## src/rtl/uart_tx_arbiter_pkg.sv

```systemverilog
// Shared types for the UART transmit arbiter.
package uart_tx_arbiter_pkg;

  localparam int unsigned BYTE_W = 8;

  typedef enum logic [2:0] {
    IDLE      = 3'd0,
    LOAD      = 3'd1,
    FIRE      = 3'd2,
    WAIT_BUSY = 3'd3,
    WAIT_DONE = 3'd4
  } arb_state_type;

endpackage

```

## src/rtl/uart_tx_arbiter_rr_picker.sv

```systemverilog
// Combinational round-robin select: first set request at or after the pointer,
// wrapping modulo NREQ.
module uart_tx_arbiter_rr_picker #(
  parameter int unsigned NREQ = 4,
  parameter int unsigned IW   = $clog2(NREQ)
) (
  input  logic [NREQ-1:0] req,
  input  logic [IW-1:0]   ptr,
  output logic [NREQ-1:0] onehot,
  output logic [IW-1:0]   idx,
  output logic            any
);

  // Scan from the pointer upward and keep the first hit.
  always_comb begin
    logic         found;
    logic [IW:0]  cand;
    found  = 1'b0;
    cand   = '0;
    idx    = '0;
    onehot = '0;
    for (int unsigned i = 0; i < NREQ; i++) begin
      cand = {1'b0, ptr} + (IW+1)'(i);
      if (cand >= (IW+1)'(NREQ)) cand = cand - (IW+1)'(NREQ);
      if (!found && req[cand[IW-1:0]]) begin
        found = 1'b1;
        idx   = cand[IW-1:0];
      end
    end
    if (found) onehot[idx] = 1'b1;
  end

  assign any = |req;

endmodule

```

## src/rtl/uart_tx_arbiter.sv

```systemverilog
// Grants the UART transmitter to one message source at a time, round-robin
// between messages, pacing bytes against the transmitter busy flag.
module uart_tx_arbiter
  import uart_tx_arbiter_pkg::*;
#(
  parameter int unsigned NREQ       = 4,
  parameter int unsigned STALL_TICK = 1_000_000
) (
  input  logic                   clk,
  input  logic                   reset,
  input  logic [NREQ-1:0]        req_valid,
  input  logic [BYTE_W*NREQ-1:0] req_data,
  input  logic [NREQ-1:0]        req_last,
  output logic [NREQ-1:0]        req_ready,
  output logic [NREQ-1:0]        grant,
  output logic                   tx_transmit,
  output logic [BYTE_W-1:0]      tx_byte,
  input  logic                   tx_busy,
  output logic                   abort
);

  localparam int unsigned IW = $clog2(NREQ);
  localparam int unsigned CW = $clog2(STALL_TICK) + 1;

  arb_state_type     state;
  logic [IW-1:0]     gidx;
  logic [IW-1:0]     rr_ptr;
  logic [IW-1:0]     next_ptr;
  logic              last_flag;
  logic [CW-1:0]     stall_cnt;

  logic [NREQ-1:0]   pick_onehot;
  logic [IW-1:0]     pick_idx;
  logic              pick_any;

  logic              sel_valid;
  logic              sel_last;
  logic [BYTE_W-1:0] sel_data;

  uart_tx_arbiter_rr_picker #(
    .NREQ (NREQ),
    .IW   (IW)
  ) u_picker (
    .req    (req_valid),
    .ptr    (rr_ptr),
    .onehot (pick_onehot),
    .idx    (pick_idx),
    .any    (pick_any)
  );

  assign next_ptr = (gidx == IW'(NREQ - 1)) ? '0 : gidx + 1'b1;

  // Route the granted source's valid/data/last onto a single lane.
  always_comb begin
    sel_valid = 1'b0;
    sel_last  = 1'b0;
    sel_data  = '0;
    for (int unsigned i = 0; i < NREQ; i++) begin
      if (gidx == IW'(i)) begin
        sel_valid = req_valid[i];
        sel_last  = req_last[i];
        sel_data  = req_data[i*BYTE_W +: BYTE_W];
      end
    end
  end

  // Only the granted source sees ready, and only while a byte is being loaded.
  always_comb begin
    req_ready = '0;
    if (state == LOAD) req_ready[gidx] = req_valid[gidx];
  end

  // Message-level FSM with registered grant, byte, start pulse and abort.
  always_ff @(posedge clk) begin
    if (reset) begin
      state       <= IDLE;
      gidx        <= '0;
      rr_ptr      <= '0;
      last_flag   <= 1'b0;
      stall_cnt   <= '0;
      grant       <= '0;
      tx_transmit <= 1'b0;
      tx_byte     <= '0;
      abort       <= 1'b0;
    end else begin
      tx_transmit <= 1'b0;
      abort       <= 1'b0;
      case (state)
        IDLE: begin
          // A byte may still be shifting out after a reset; wait for it.
          if (!tx_busy && pick_any) begin
            grant     <= pick_onehot;
            gidx      <= pick_idx;
            stall_cnt <= '0;
            state     <= LOAD;
          end
        end
        LOAD: begin
          if (sel_valid) begin
            tx_byte     <= sel_data;
            last_flag   <= sel_last;
            stall_cnt   <= '0;
            tx_transmit <= 1'b1;
            state       <= FIRE;
          end else if (stall_cnt == CW'(STALL_TICK - 1)) begin
            abort     <= 1'b1;
            grant     <= '0;
            rr_ptr    <= next_ptr;
            stall_cnt <= '0;
            state     <= IDLE;
          end else if (stall_cnt != '1) begin
            stall_cnt <= stall_cnt + 1'b1;
          end
        end
        FIRE: begin
          state <= WAIT_BUSY;
        end
        WAIT_BUSY: begin
          if (tx_busy) state <= WAIT_DONE;
        end
        WAIT_DONE: begin
          if (!tx_busy) begin
            if (last_flag) begin
              grant  <= '0;
              rr_ptr <= next_ptr;
              state  <= IDLE;
            end else begin
              state <= LOAD;
            end
          end
        end
        default: state <= IDLE;
      endcase
    end
  end

endmodule

```

## config.mk

```make
export PLATFORM = sky130hd
export DESIGN_NAME = uart_tx_arbiter
export DESIGN_NICKNAME = d
export VERILOG_FILES = /design/src/rtl/uart_tx_arbiter_pkg.sv /design/src/rtl/uart_tx_arbiter_rr_picker.sv /design/src/rtl/uart_tx_arbiter.sv
export SDC_FILE = /design/constraint.sdc
export NUM_CORES = 1
export LEC_CHECK = 0
export CAP_MARGIN = 30
export CELL_PAD_IN_SITES_DETAIL_PLACEMENT = 0
export CELL_PAD_IN_SITES_GLOBAL_PLACEMENT = 1
export CORE_UTILIZATION = 39
export DETAILED_ROUTE_END_ITERATION = 10
export PLACE_DENSITY_LB_ADDON = 0.1
export SYNTH_ARGS = -nofsm -noshare
export SYNTH_HDL_FRONTEND = slang
export SYNTH_SLANG_ARGS = --single-unit
```

## constraint.sdc

```tcl
create_clock -name clk -period 4.2 [get_ports clk]
set_clock_uncertainty 0.15 [all_clocks]
set_input_delay 0.84 -clock clk [delete_from_list [all_inputs] [get_ports clk]]
set_output_delay 0.84 -clock clk [all_outputs]
set_load 0.01 [all_outputs]
```

==> qor.yml <==
status: "completed"
antenna_left: 0
whs_path_depth: 1
tightest_slew_ns: 0.821
io_pins: 61
grt_max_degree: 25
synth_top_family_by_area: "simple AND/OR/NAND/NOR gates"
cellPowerDensity_mw_per_mm2: 321
root_buffer: "clkbuf_8"
cp_num_buf_inv: 2
yosys.area.top_type_share_pct: 35.0
reg2reg_slack_ns: 1.17
fp.coreArea_mm2: 0.00599
yosysWarnings: 0
synthAdderAreaFrac_pct: 2.54
setup.worst_path.start_class: "input port"
num_rows: 28
layout_commonest_cell: "clkdlybuf4s50_1"
cts_resized: 0
ys_seq_elements: 43
hold_class: "flop to flop"
syn2layout_area_growth_pct: 32.0
drc_errors: 0
ys_top_cells_by_area: "dfxtp_1 (35%), nor2_1 (6.4%), xor2_1 (6.0%), a21oi_1 (3.9%), nor3_1 (3.9%)"
die-area_mm2: 0.00664
synthXorXnorAreaFrac_pct: 6.40
cts_setup_buffers: 0
grt_use_total_pct: 20.5
crit_top_cell: "clkdlybuf4s50_1"
yosys_most_used_dff: "dfxtp_1"
vias: 2391
holdCritStartpoint: "grant[0]$_SDFFE_PP0P_"
synth_simple_gate_area_share_pct: 31.0
peakVddDrop_v: 0.000220
rr_startpoint: "gidx[0]$_SDFFE_PP0P_"
synth_edf_count: 0
required_ns: 3.21
post-route-period-util_pct: 85.2
dp_worst_setup_slack_ns: 0.629
grt_pass1_wl_um: 10500
synth_fp_nets: 355
critPathTopFamily: "buffers and inverters"
clkLatencyLatePin_ns: 0.29
drtIter0Drc: 107
fin_nets: 409
rsz0062_at_grt: "no"
clk_path_buf_depth: 2
gp_congestion: 0.763
mostFrequentLayoutCells: "clkdlybuf4s50_1 (60), dfxtp_1 (43), nor2_1 (42)"
initial_core_util_pct: 41.1
cts_hold_buf: 0
synth_cells: 307
synth_seq_area_share_pct: 35.0
drt-pass1-iter-count: 4
synth_mux_area_share_pct: 2.54
crit_chain: "clkdlybuf4s50_1, mux4_2, and3_1, clkdlybuf4s50_1"
drive_above_1_share_pct: 4.42
fmax_mhz: 279
fin_ws_ns: 0.620
antenna_found_initial: 0
reg2reg_to: "stall_cnt[7]$_SDFFE_PP0P_"
overflow: 0
critical_path_class: "input port to primary output"
cts_buffers: 5
chipHeight_um: 81.5
diodes: 0
fin_tns_setup_ns: 0
tritoncts: "built"
syn-mean-instance-area_um2: 8.02
reg2regPathDepth: 7
ys_types: 44
leakage_nw: 1.13
synth_top_area_cell: "dfxtp_1"
layout_min_cycle_time_ns: 3.58
path_clk_slew_ns: 0.08
routed_via_density: 5.47
synth_compound_area_share_pct: 17.9
async_flop_share_pct: 0
path_max_fanout: 8
worstPathArrival_ns: 2.59
place_hpwl_um: 4710
port_buffers: 60
routedWlPerCell_um: 14.5
cts_sinks: 43
syn_area_mm2: 0.00246
routed_wl_um: 6340
grt_pass1_vias: 2201
max_cap_violations: 0
end_kind: "primary output"
min_to: "grant[0]$_SDFFE_PP0P_"
relSlewSlack_pct: 45.1
die_w_um: 81.5
worst_path_largest_cell_delay_ns: 0.54
slowest_stage: "clkdlybuf4s50_1"
slew_viol_final: 0
setup_viol: 0
htree_levels: 2
hold_viol: 0
[cell usage after synthesis, types with 2 or more instances]
cell        n
and4_1      4
inv_1       7
xor2_1     17
dfxtp_1    43
nor2b_1    11
a211oi_1    9
o21a_1      2
nand2_1    20
buf_2       5
and3_1     10
nor3b_1     2
mux2i_1     4
nand3b_1    3
a21oi_1    19
or4_1       3
a31oi_1     3
o22ai_1     2
a221oi_1    8
o211ai_1    2
o21ai_0     5
ha_1        5
nor4b_1     3
nand3_1    13
o2bb2ai_1   4
nand4_1     7
nor3_1     19
nor2_1     42
nand2b_1    5
nor4_1      4
clkbuf_1   12
[area by class of cell]
cell class	instances	area [um2]
fill	606	2740
sequential	43	861
timing repair buffer	65	638
multi-input combinational	238	1490
clock inverter	2	60.1
inverter	8	32.5
clock buffer	6	72.6
tap	75	93.8
[power breakdown]
group | internal [mW] | switching (mW)
Sequential | 0.425 | 0.0182
Combinational | 0.109 | 0.107
Clock | 0.238 | 0.145
[sequential cells by signal, indices dropped and copies added, names as in the netlist]
register / count
stall_cnt: 21
grant: 4
state: 3
gidx: 2
abort: 1
rr_ptr: 2
last_flag: 1
tx_transmit: 1
tx_byte: 8
[how the worst max path moves through the flow]
stage / startpoint / endpoint / depth (start not counted)
final: req_valid[0] / req_ready[1] / 4
after global routing: req_valid[0] / req_ready[2] / 4
after global placement: req_valid[0] / req_ready[3] / 4
after CTS: req_valid[0] / req_ready[1] / 4
after detailed placement: req_valid[0] / req_ready[1] / 4
after floorplan: req_valid[3] / req_ready[0] / 2
[per-stage QoR]
stage          total power, mW  area, um2  util, %  hold WS, ns  cells
2_1_floorplan            0.571       2460        -        0.314    307
3_3_place_gp             0.668       3120     52.0        0.300    429
3_5_place_dp             0.670       3120     52.0        0.296    429
4_1_cts                   1.06       3250     54.3        0.326    437
5_1_grt                   1.10       3250     54.3        0.344    437
6_report                  1.04       3250     54.3        0.321    437
[logic make-up after synthesis]
logic type,Yosys count
buffers and inverters,26
xor gates and xnor gates,18
adders and majority gates,5
DFF,43
and+or+nand+nor,148
muxes,5
AOI/OAI and AO/OA,62
[metal layers]
metal | GRT usage (%) | part of all wire (%) | vias up | wire, um
li1 | - | - | 1226 | -
met1 | 28.1 | 47 | 1104 | 3000
met2 | 33.0 | 47 | 57 | 3010
met3 | 3.78 | 4.5 | 4 | 285
met4 | 4.82 | 0.63 | 0 | 40
met5 | 0 | 0 | - | 0
Power figures use the tool's default switching activity.
